--- src/rtl/hex_keypad_scanner.sv ---
// 4x4 hex keypad scanner: column drive, 2-flop row synchroniser, frame capture
// and a debouncing press/release FSM producing a one-hot key code.
//
// state   | meaning
// IDLE    | no key accepted; waiting for a single-key frame
// CONFIRM | candidate seen; counting identical frames toward acceptance
// HELD    | key accepted; key_onehot = cand
// RELEASE | zero frames seen while held; counting toward release
module hex_keypad_scanner #(
    parameter int SCAN_DIV = 4,
    parameter int DEBOUNCE = 3
) (
    input  logic        clk,
    input  logic        rst_n,
    input  logic [3:0]  row,
    output logic [3:0]  col,
    output logic [15:0] key_onehot,
    output logic        key_valid,
    output logic        multi_err
);

    localparam logic [7:0] DIV_LAST = 8'(SCAN_DIV - 1);
    localparam logic [3:0] DEB_LAST = 4'(DEBOUNCE - 1);

    typedef enum logic [1:0] {IDLE, CONFIRM, HELD, RELEASE} state_t;

    logic [3:0]  row_meta;
    logic [3:0]  row_sync;
    logic [7:0]  div_cnt;
    logic [1:0]  col_idx;
    logic        sample_en;
    logic [11:0] frame_acc;
    logic [15:0] frame;
    logic        frame_rdy;
    logic        frame_zero;
    logic        frame_single;

    state_t      state, state_nxt;
    logic [15:0] cand, cand_nxt;
    logic [3:0]  cnt, cnt_nxt;
    logic        valid_nxt;
    logic        merr_nxt;
    logic [15:0] onehot_nxt;

    always_ff @(posedge clk or negedge rst_n) begin
        if (!rst_n) begin
            row_meta <= 4'b1111;
            row_sync <= 4'b1111;
        end else begin
            row_meta <= row;
            row_sync <= row_meta;
        end
    end

    assign sample_en = (div_cnt == DIV_LAST);

    always_ff @(posedge clk or negedge rst_n) begin
        if (!rst_n) begin
            div_cnt <= 8'd0;
            col_idx <= 2'd0;
        end else if (sample_en) begin
            div_cnt <= 8'd0;
            col_idx <= col_idx + 2'd1;
        end else begin
            div_cnt <= div_cnt + 8'd1;
        end
    end

    always_comb begin
        col = ~(4'b0001 << col_idx);
    end

    // Every column overwrites its own nibble each frame, so no explicit clear is needed.
    always_ff @(posedge clk or negedge rst_n) begin
        if (!rst_n) begin
            frame_acc <= 12'd0;
            frame     <= 16'd0;
            frame_rdy <= 1'b0;
        end else begin
            frame_rdy <= 1'b0;
            if (sample_en) begin
                case (col_idx)
                    2'd0: frame_acc[3:0]  <= ~row_sync;
                    2'd1: frame_acc[7:4]  <= ~row_sync;
                    2'd2: frame_acc[11:8] <= ~row_sync;
                    default: begin
                        frame     <= {~row_sync, frame_acc};
                        frame_rdy <= 1'b1;
                    end
                endcase
            end
        end
    end

    assign frame_zero   = (frame == 16'd0);
    assign frame_single = !frame_zero && ((frame & (frame - 16'd1)) == 16'd0);

    always_ff @(posedge clk or negedge rst_n) begin
        if (!rst_n) begin
            state      <= IDLE;
            cand       <= 16'd0;
            cnt        <= 4'd0;
            key_onehot <= 16'd0;
            key_valid  <= 1'b0;
            multi_err  <= 1'b0;
        end else begin
            state      <= state_nxt;
            cand       <= cand_nxt;
            cnt        <= cnt_nxt;
            key_onehot <= onehot_nxt;
            key_valid  <= valid_nxt;
            multi_err  <= merr_nxt;
        end
    end

    always_comb begin
        state_nxt = state;
        cand_nxt  = cand;
        cnt_nxt   = cnt;
        valid_nxt = 1'b0;
        merr_nxt  = 1'b0;
        if (frame_rdy) begin
            case (state)
                IDLE: begin
                    if (frame_single) begin
                        cand_nxt = frame;
                        if (DEBOUNCE == 1) begin
                            state_nxt = HELD;
                            cnt_nxt   = 4'd0;
                            valid_nxt = 1'b1;
                        end else begin
                            state_nxt = CONFIRM;
                            cnt_nxt   = 4'd1;
                        end
                    end else if (!frame_zero) begin
                        merr_nxt = 1'b1;
                    end
                end
                CONFIRM: begin
                    if (frame == cand) begin
                        if (cnt == DEB_LAST) begin
                            state_nxt = HELD;
                            cnt_nxt   = 4'd0;
                            valid_nxt = 1'b1;
                        end else begin
                            cnt_nxt = cnt + 4'd1;
                        end
                    end else begin
                        state_nxt = IDLE;
                        cand_nxt  = 16'd0;
                        cnt_nxt   = 4'd0;
                    end
                end
                HELD: begin
                    // Rollover is ignored: only an all-zero frame starts a release.
                    if (frame_zero) begin
                        if (DEBOUNCE == 1) begin
                            state_nxt = IDLE;
                            cand_nxt  = 16'd0;
                            cnt_nxt   = 4'd0;
                        end else begin
                            state_nxt = RELEASE;
                            cnt_nxt   = 4'd1;
                        end
                    end
                end
                default: begin
                    if (frame_zero) begin
                        if (cnt == DEB_LAST) begin
                            state_nxt = IDLE;
                            cand_nxt  = 16'd0;
                            cnt_nxt   = 4'd0;
                        end else begin
                            cnt_nxt = cnt + 4'd1;
                        end
                    end else begin
                        state_nxt = HELD;
                        cnt_nxt   = 4'd0;
                    end
                end
            endcase
        end
    end

    always_comb begin
        onehot_nxt = 16'd0;
        if (state_nxt == HELD || state_nxt == RELEASE) begin
            onehot_nxt = cand_nxt;
        end
    end

endmodule

--- config.mk ---
export PLATFORM = sky130hd
export DESIGN_NAME = hex_keypad_scanner
export DESIGN_NICKNAME = d
export VERILOG_FILES = /design/src/rtl/hex_keypad_scanner.sv
export SDC_FILE = /design/constraint.sdc
export NUM_CORES = 1
export LEC_CHECK = 0
export BUFFER_PORTS_ARGS = -buffer_cell sky130_fd_sc_hd__buf_4
export CAP_MARGIN = 20
export CELL_PAD_IN_SITES_DETAIL_PLACEMENT = 1
export CELL_PAD_IN_SITES_GLOBAL_PLACEMENT = 2
export CORE_ASPECT_RATIO = 0.75
export CORE_MARGIN = 2
export CORE_UTILIZATION = 36
export DETAILED_ROUTE_END_ITERATION = 10
export GPL_ROUTABILITY_DRIVEN = 0
export HOLD_SLACK_MARGIN = 0.02
export PLACE_DENSITY_LB_ADDON = 0.1
export RECOVER_POWER = 50
export SLEW_MARGIN = 20
export SYNTH_ARGS = -nofsm -noshare
export SYNTH_HDL_FRONTEND = slang
export SYNTH_SLANG_ARGS = --single-unit
--- constraint.sdc ---
create_clock -name clk -period 2.6 [get_ports clk]
set_input_delay 0.52 -clock clk [delete_from_list [all_inputs] [get_ports clk]]
set_output_delay 0.52 -clock clk [all_outputs]
set_load 0.02 [all_outputs]
==> results_dict.tcl <==
set metrics [dict create \
    drt_iter0_drc 128 \
    ys_top_cells_by_count "79 x dfrtp_1, 40 x nand2_1, 32 x o21ai_0" \
    peakVddDrop_uv 303 \
    cts-root-buf "clkbuf_16" \
    grt-ovfl-total 0 \
    drtPass1Iterations 4 \
    clock.fmax_mhz 363 \
    syn_inst 351 \
    start_util_pct 37.1 \
    dpl.hpwl_um 6650 \
    routed_via_density 5.14 \
    status "complete, but fails checks" \
    drive_gt1_share_pct 28.7 \
    holdWs_ns 0.289 \
    drc 0 \
    use_met2_pct 26.0 \
    syn_nets 364 \
    die_w_um 123 \
    cp_cell_sequence "or4_4 > a2111o_1 > a2bb2oi_2 > or4b_4 > o31a_1 > mux2_4" \
    synth-async-reset-ratio_pct 100 \
    rsz0062_at_grt "yes" \
    grt_util_met3_pct 4.88 \
    die_area_sq_um 11500 \
    cts_buffers 9 \
    r2r_setup_slack_ns -0.16 \
    worstPathMaxFanout 4 \
    worst_slack_ns -0.158 \
    tightest_slew_ns 2.30 \
    synth-edff-count 0 \
    synth_ff_type "dfrtp_1" \
    cp-start-kind "register" \
    required_ns 2.82 \
    wl_per_cell_um 17.1 \
    synth_area_leaders "dfrtp_1 52%, dfstp_2 5.5%, o21ai_0 4.2%" \
    synth_top_area_cell "dfrtp_1" \
    cts.sinks 87 \
    synthMostInstantiatedCell "dfrtp_1" \
    num-nets-final 426 \
    place_area_sq_um 4460 \
    setup_viol 10 \
    cp_data_arrival_time_ns 2.98 \
    syn_area_sq_um 3830 \
    grtUsageTotal_pct 17.7 \
    wl_um 9480 \
    grt_pass1_wl_um 15500 \
    p_leak_nw 2.19 \
    cts_tree "built" \
    max-cap-violations 1 \
    slew_headroom_pct -53.7 \
    timing.critical_path.to_type "register" \
    combPwrFrac_pct 5.3 \
    vias 2849 \
    die_height_um 93.4 \
    p_int_mw 2.22 \
    grt_pass1_vias 2936 \
    rows 32 \
    yosysUniqueCellTypes 46 \
    cts_max_level 3 \
    finalClockSkew_ns 0.00546 \
    switchingPower_mw 0.627 \
    clkTransAtPathRegs_ns 0.06 \
    cts_max_path_buffers 2 \
    port-buffer-count 27 \
    p_seq_share_pct 49.4 \
    num_io_pins 28 \
    min_period_ns 2.76 \
    max_stage_delay_ns 0.58 \
    violations "capacitance limit, slew limit, setup timing" \
    drv_slew 40 \
    antenna_found_initial 0 \
    avgSynthCellArea_sq_um 10.9 \
    drtAntennaViolNets 0 \
    grt_busiest_layer "met2" \
    nFillCells 1149 \
    diodes 0 \
    grt_max_degree 41 \
    worst_skew_pair.late_latency_ns 0.34 \
    fin_crit_sh_pct 106 \
    area_delta_synth_final_pct 27.3 \
    design_area_sq_um 4880 \
    ys_ff_latch 87 \
    p_per_area_nw_per_um2 583 \
    synth_warnings 0 \
    p_clk_share_pct 45.2 \
    switching_share_pct 22.0 \
    worst-setup-path-type "reg2reg" \
    coreArea_sq_um 10300 \
    hold_class "in2reg" \
    yosysTopAreaCellShare_pct 51.5 \
    ys_seq_area_share_pct 57.0 \
    cp_slowest_cell "or4_4" \
    grt_use_met1_pct 25.6 \
    hold_violations 0 \
]
-- state kept, by name (all words and copies together) (netlist names), 2 cells and up --
| name | cells |
|---|---|
| div_cnt | 8 |
| cnt | 4 |
| state | 2 |
| row_meta | 4 |
| cand | 16 |
| col_idx | 2 |
| key_onehot | 16 |
| frame | 16 |
| frame_acc | 12 |
| row_sync | 4 |
-- layer usage --
metal	share of wire (%)	vias up	wire length [um]
met4	1.6	0	149
li1	-	1364	-
met2	44	42	4150
met1	51	1431	4880
met3	3.1	12	295
met5	0	-	0
-- power by group through the flow --
stage	Combinational [mW]	Clock (mW)	Sequential (mW)
floorplan	0.0502	0	1.43
global placement	0.147	0	1.43
detailed placement	0.149	0	1.43
CTS	0.151	1.33	1.41
global route	0.169	1.39	1.41
finish	0.152	1.29	1.41
-- stage by stage --
stage | total power, mW | TNS (ns) | worst slack (ns) | utilization, % | instances
6_report | 2.85 | -1.02 | -0.158 | 47.3 | 554
3_5_place_dp | 1.58 | -1.03 | -0.183 | 43.2 | 534
4_1_cts | 2.89 | -0.991 | -0.174 | 46.4 | 551
2_1_floorplan | 1.49 | -0.873 | -0.227 | - | 351
3_3_place_gp | 1.58 | -0.561 | -0.128 | 43.2 | 534
5_1_grt | 2.97 | -3.13 | -0.217 | 47.3 | 554
-- cells in the final DEF (no fill, tap or decap), drive strengths merged, types with 2 or more instances in the layout --
cell type / synthesis / final
a21o: 3 / 3
and2: 17 / 17
mux2: 13 / 13
dfstp: 8 / 8
nor2: 9 / 9
nor3b: 3 / 3
nor4: 5 / 5
xor2: 14 / 14
o21ai: 32 / 32
xnor2: 10 / 10
nand2b: 2 / 2
or4: 5 / 5
o31ai: 8 / 8
ha: 7 / 7
a31oi: 11 / 11
a211oi: 2 / 2
nand3: 24 / 24
and3: 3 / 3
a21oi: 11 / 11
nand2: 40 / 40
inv: 8 / 8
buf: 1 / 59
clkbuf: 12 / 17
clkinv: 0 / 2
or2: 3 / 3
dfrtp: 79 / 79
or3: 2 / 2
nor4b: 3 / 3
-- final cells by class --
type	count	area [sq um]	share of cell area, %
multi-input combinational	243	1670	34.2
sequential	87	2190	44.8
tap	136	170	3.48
inverter	8	30.0	0.615
clock buffer	12	246	5.05
timing repair buffer	64	526	10.8
clock inverter	4	55.1	1.13
-- critical path: cells and delay by family, from the launching register on --
kind             cells  cell delay (ns)
AND/OR/NAND/NOR      2             1.07
AO/OA/AOI/OAI        3             0.88
flip-flops           1             0.38
multiplexers         1             0.31
-- cells by family (layout without fill, tap and decap cells) --
kind of cell	Yosys count	count (layout)	share of synthesized area, %
multiplexers	13	13	3.82
XOR/XNOR	24	24	5.48
AO/OA/AOI/OAI	77	77	12.3
adder cells (fa/ha/maj)	8	8	2.54
AND/OR/NAND/NOR	121	121	16.8
flip-flops	87	87	57.0
buffers and inverters	21	88	2.09
-- timing repair --
| item | CTS | global route |
|---|---|---|
| hold buffers | 0 | 0 |
| buffers inserted | 1 | 2 |
| pin swaps | 6 | 11 |
| endpoints found under the setup margin | 13 | 37 |
| gates resized for setup | 4 | 20 |
| gates cloned | 0 | 2 |
-- final timing paths --
path                                   from            to  cells past startpoint
worst min register to register  row_meta[0]   row_sync[0]                      0
worst max register to register     frame[5]        cnt[1]                      6
max in group asynchronous             rst_n  frame_acc[1]                      1
worst max-delay path               frame[5]        cnt[1]                      6
min in group asynchronous             rst_n       cand[9]                      1
worst min-delay path                 row[0]   row_meta[0]                      1
Power figures use the tool's default switching activity.
